<file path="config.mk">
export PLATFORM = sky130hd
export DESIGN_NAME = imem_loader
export DESIGN_NICKNAME = d
export VERILOG_FILES = /design/src/rtl/imem_loader.sv
export SDC_FILE = /design/constraint.sdc
export NUM_CORES = 1
export LEC_CHECK = 0
export CAP_MARGIN = 10
export CORE_UTILIZATION = 46
export CTS_BUF_LIST = sky130_fd_sc_hd__clkbuf_2
export DETAILED_ROUTE_END_ITERATION = 10
export PLACE_DENSITY = 0.7
export SLEW_MARGIN = 20
export SYNTH_ARGS = -nofsm -noshare
export SYNTH_HDL_FRONTEND = slang
export SYNTH_SLANG_ARGS = --single-unit
</file>
<file path="constraint.sdc">
create_clock -name clk -period 1.71 [get_ports clk]
set_input_delay 0.342 -clock clk [delete_from_list [all_inputs] [get_ports clk]]
set_output_delay 0.342 -clock clk [all_outputs]
set_load 0.01 [all_outputs]
</file>
<file path="src/rtl/imem_loader.sv">
// imem_loader: assembles a length-prefixed little-endian byte stream into 32-bit imem writes
// and holds the core in reset until the whole image has been written.
module imem_loader #(
  parameter int DEPTH_WORDS = 24576,
  parameter int ADDR_W      = 15
) (
  input  logic              clk,
  input  logic              rst_n,
  input  logic              start,
  input  logic              in_valid,
  input  logic [7:0]        in_data,
  output logic              in_ready,
  output logic              wr_en,
  output logic [ADDR_W-1:0] wr_addr,
  output logic [31:0]       wr_data,
  output logic              busy,
  output logic              done,
  output logic              error,
  output logic [ADDR_W:0]   words_loaded,
  output logic              cpu_hold
);
  typedef enum logic [2:0] {S_IDLE, S_HDR, S_DATA, S_DONE, S_ERR} state_t;
  state_t            r_state, w_next;
  logic [1:0]        r_bidx;
  logic [23:0]       r_asm;
  logic [ADDR_W:0]   r_n, r_words, w_words_inc;
  logic              r_wr_en;
  logic [ADDR_W-1:0] r_wr_addr;
  logic [31:0]       r_wr_data, w_word;
  logic              w_ready, w_accept, w_last, w_restart, w_final;
  always_comb begin
    w_ready     = (r_state == S_HDR) || (r_state == S_DATA);
    w_accept    = in_valid & w_ready;
    w_last      = w_accept & (r_bidx == 2'd3);
    w_word      = {in_data, r_asm};
    w_words_inc = r_words + 1'b1;
    w_restart   = start & ~w_ready;
    w_final     = w_last & (r_state == S_DATA) & (w_words_inc == r_n);
    w_next      = r_state;
    case (r_state)
      S_HDR:   if (w_last) w_next = (w_word == 32'd0) ? S_DONE :
                                    (w_word > 32'(DEPTH_WORDS)) ? S_ERR : S_DATA;
      S_DATA:  if (w_final) w_next = S_DONE;
      default: if (start) w_next = S_HDR;
    endcase
  end
  // Earlier bytes shift down so the 4th byte completes the word combinationally.
  always_ff @(posedge clk or negedge rst_n) begin
    if (!rst_n) begin
      r_state   <= S_IDLE;
      r_bidx    <= '0;
      r_asm     <= '0;
      r_n       <= '0;
      r_words   <= '0;
      r_wr_en   <= 1'b0;
      r_wr_addr <= '0;
      r_wr_data <= '0;
    end else begin
      r_state <= w_next;
      r_wr_en <= w_last & (r_state == S_DATA);
      if (w_restart) begin
        r_bidx  <= '0;
        r_words <= '0;
      end else if (w_accept) begin
        r_bidx <= r_bidx + 2'd1;
        r_asm  <= {in_data, r_asm[23:8]};
        if (w_last && r_state == S_HDR) r_n <= w_word[ADDR_W:0];
        if (w_last && r_state == S_DATA) begin
          r_wr_addr <= r_words[ADDR_W-1:0];
          r_wr_data <= w_word;
          r_words   <= w_words_inc;
        end
      end
    end
  end
  assign in_ready     = w_ready;
  assign busy         = w_ready;
  assign wr_en        = r_wr_en;
  assign wr_addr      = r_wr_addr;
  assign wr_data      = r_wr_data;
  assign done         = r_state == S_DONE;
  assign error        = r_state == S_ERR;
  assign cpu_hold     = r_state != S_DONE;
  assign words_loaded = r_words;
endmodule

</file>
==> summary.txt <==
Critical path
  • Most frequent CP cell: buf_6
  • Critical path buffers and inverters: 2
  • CP arrival: 1610 ps
  • Critical path type: flip-flop to output pin
  • Crit. End Element: output pin
  • Kind of cell adding the most delay to the critical path: flip-flops
  • Slowest stage cell, crit path: dfrtp_1
  • Crit path largest cell delay: 480 ps
  • Startpoint Class: flip-flop
  • Critical-path cell list: buf_6 -> xnor2_4 -> nor2_4 -> buf_6
  • CP Max Fanout: 3
  • Worst EP required: 1370 ps

Global route
  • Global route total overflow: 0
  • Vias in the first global route: 4088
  • Total Routing Usage GR: 0.230
  • Largest net degree at the start of global routing: 69
  • Antenna violations before repair: 0
  • Wire length of the first global-routing pass: 20100 um

Floorplanning
  • Die Area: 11100 um2
  • Core ar.: 10400 um2
  • Die height: 106 um
  • Die Width: 106 um
  • I/O pins: 81
  • Initial Utilization: 0.476
  • Row count: 37

Timing
  • Fin crit share: 1.14
  • Slack of the critical path: -241 ps
  • Slew Limit Headroom: 0.636
  • Max Slew Vio Count: 0
  • RSZ-0062 raised after global routing: yes
  • Worst-Margin Slew: 541 ps
  • Clock skew: 33.3 ps
  • Final Hold Fails: 0
  • Final setup fails: 23
  • Fin crit period: 1950 ps
  • Max Fclk: 513 MHz

Clock tree
  • H-tree depth: 3
  • TritonCTS clock tree: yes
  • Root Driver: clkbuf_2
  • CTS Sinks: 109
  • Clock transition at the registers of the reported paths: 320 ps
  • Clock buffer depth: 2
  • CTS buffer count: 9
  • Worst-skew pair later-pin latency: 620 ps

Finish
  • Diode count: 0
  • Core Util, Final: 0.694
  • Commonest non-fill, non-tap cell in the layout: nand2_1
  • Commonest cells after routing, fill and taps aside: nand2_1, dfrtp_1, buf_4
  • Design Area, Final: 7190 um2
  • FILL cells: 782
  • P&R area growth vs syn: 45.9%
  • Share of cells above drive strength 1: 0.379
  • Nets: 692

Yosys
  • Synth unique cells: 47
  • Post-synthesis net count: 501
  • Avg Cell Area, Syn: 10.1 um2
  • Yosys warnings: 0
  • Post-Synthesis Cells: 487
  • Sequential area share after synthesis: 0.553
  • Main synth FF type: dfrtp_1
  • Post-Syn Area: 4930 um2
  • Async SR Flop Fraction: 1.00
  • Post-synth EDFFs: 0
  • Synth Register Bits: 109

Placement
  • Detailed placement HPWL: 8290 um
  • DP Area: 6310 um2
  • IO Port Bufs: 80
  • Pre-CTS setup slack: -619 ps
  • GP Congestion: 0.824

Drt
  • Final WL: 13700 um
  • Post-DR wirelength/cell: 16.8 um
  • Routed via count: 4308
  • Drc violations: 0
  • DRT iter0 DRCs: 212
  • Number of vias per cell: 5.26
  • Pre-Repair DR Iteration Count: 4
  • DRT antenna net count: 0

Pwr
  • IR drop worst, VDD: 0.647 mV
  • LEAKAGE: 0.00359 uW
  • P per Cell Area: 998 nW/um2

Hold path
  • Worst hold-check path type: primary input to async pin

Status
  • Outcome: finished, violations left
  • Failing checks: negative setup slack

Job
  • Max-Cap Viols: 0
[cell usage after synthesis (3+ instances only)]
master,number,area share
a21oi_1,5,0.0051
nor4_1,3,0.0038
and2_1,3,0.0038
inv_1,4,0.0030
o21ai_0,11,0.011
mux2_2,34,0.078
nand4_1,8,0.010
nand2_1,152,0.12
buf_2,13,0.013
xor2_1,5,0.0089
mux2_1,6,0.014
o31ai_1,8,0.012
dfrtp_1,109,0.55
xnor2_1,19,0.034
nand3_1,9,0.0091
and3_1,3,0.0038
a31oi_1,4,0.0051
clkbuf_1,13,0.0099
nor3_1,4,0.0041
nor2_1,20,0.015
nor4_2,5,0.013
o21ai_1,19,0.019
[worst register-to-register path: cells and delay by family, from the launching register on]
| family | cells | cell delay, ps |
|---|---|---|
| and+or+nand+nor | 4 | 990 |
| AOI/OAI and AO/OA | 2 | 420 |
| DFF | 1 | 460 |
[cell type report]
class	instances	area, um2	area share
Sequential cell	109	2730	0.380
Multi-Input combinational cell	346	2270	0.315
Timing Repair Buffer	206	1880	0.261
Tap cell	136	170	0.0237
Clock inverter	7	71.3	0.00991
Inverter	6	30.0	0.00417
Clock buffer	9	45.0	0.00626
[power breakdown]
part	internal, uW	total [uW]	switching (uW)	leakage [uW]
Clock	233	1200	962	0.0000700
Sequential	3100	3590	496	0.00142
Combinational	1370	2390	1020	0.00209
[layer usage]
metal | global-route usage | vias up | part of all wire | wire length (um)
met4 | 0.0714 | 0 | 0.017 | 233
met3 | 0.0377 | 22 | 0.041 | 557
met1 | 0.307 | 2130 | 0.44 | 5970
met5 | 0 | - | 0 | 0
met2 | 0.385 | 128 | 0.51 | 6960
li1 | - | 2028 | - | -
[logic make-up (layout without fill, tap and decap cells)]
kind of cell | after synthesis | in the layout | share of synthesized area
flops | 109 | 109 | 0.553
simple gates | 223 | 225 | 0.208
buf+inv | 34 | 228 | 0.0320
compound gates | 55 | 55 | 0.0680
mux | 40 | 40 | 0.0913
fa+ha+maj | 2 | 2 | 0.00507
xor+xnor | 24 | 24 | 0.0426
[sequential cells by signal, summed over array words and instances, names as in the netlist]
signal	count
words_loaded	16
wr_addr	15
r_state	3
wr_data	32
r_asm	24
r_n	16
r_bidx	2
wr_en	1
[worst paths after layout]
| kind | slack (ps) | to | startpoint | depth (start not counted) |
|---|---|---|---|---|
| max | -240 | busy | r_state[1]$_DFFE_PN0P_ | 4 |
| min | 240 | words_loaded[4]$_DFFE_PN0P_ | rst_n | 3 |
| max reg2reg | -210 | r_state[0]$_DFFE_PN0P_ | r_asm[23]$_DFFE_PN0P_ | 6 |
| min reg2reg | 520 | wr_addr[9]$_DFFE_PN0P_ | wr_addr[9]$_DFFE_PN0P_ | 2 |
| max in group asynchronous | 970 | wr_addr[5]$_DFFE_PN0P_ | rst_n | 3 |
| min in group clk | 290 | wr_data[27]$_DFFE_PN0P_ | in_data[3] | 3 |
[what timing repair did]
action                                  in CTS  in global routing
gates resized for setup                    182                 93
hold buffers                                 2                  0
pin swaps                                   12                 15
endpoints found under the setup margin     134                103
cloned                                       0                  8
hold endpoints to repair                   109                  0
buffers inserted                            25                 35
[through the flow]
stage	total power, uW	hold WS, ps	TNS, ps	instances
6_report	7180	243	-1580	819
5_1_grt	7520	208	-3730	819
4_1_cts	6900	231	-1180	779
3_5_place_dp	5550	154	-21300	736
3_3_place_gp	5480	152	-19630	736
2_1_floorplan	4680	46.4	-39.7	487
Power figures use the tool's default switching activity.
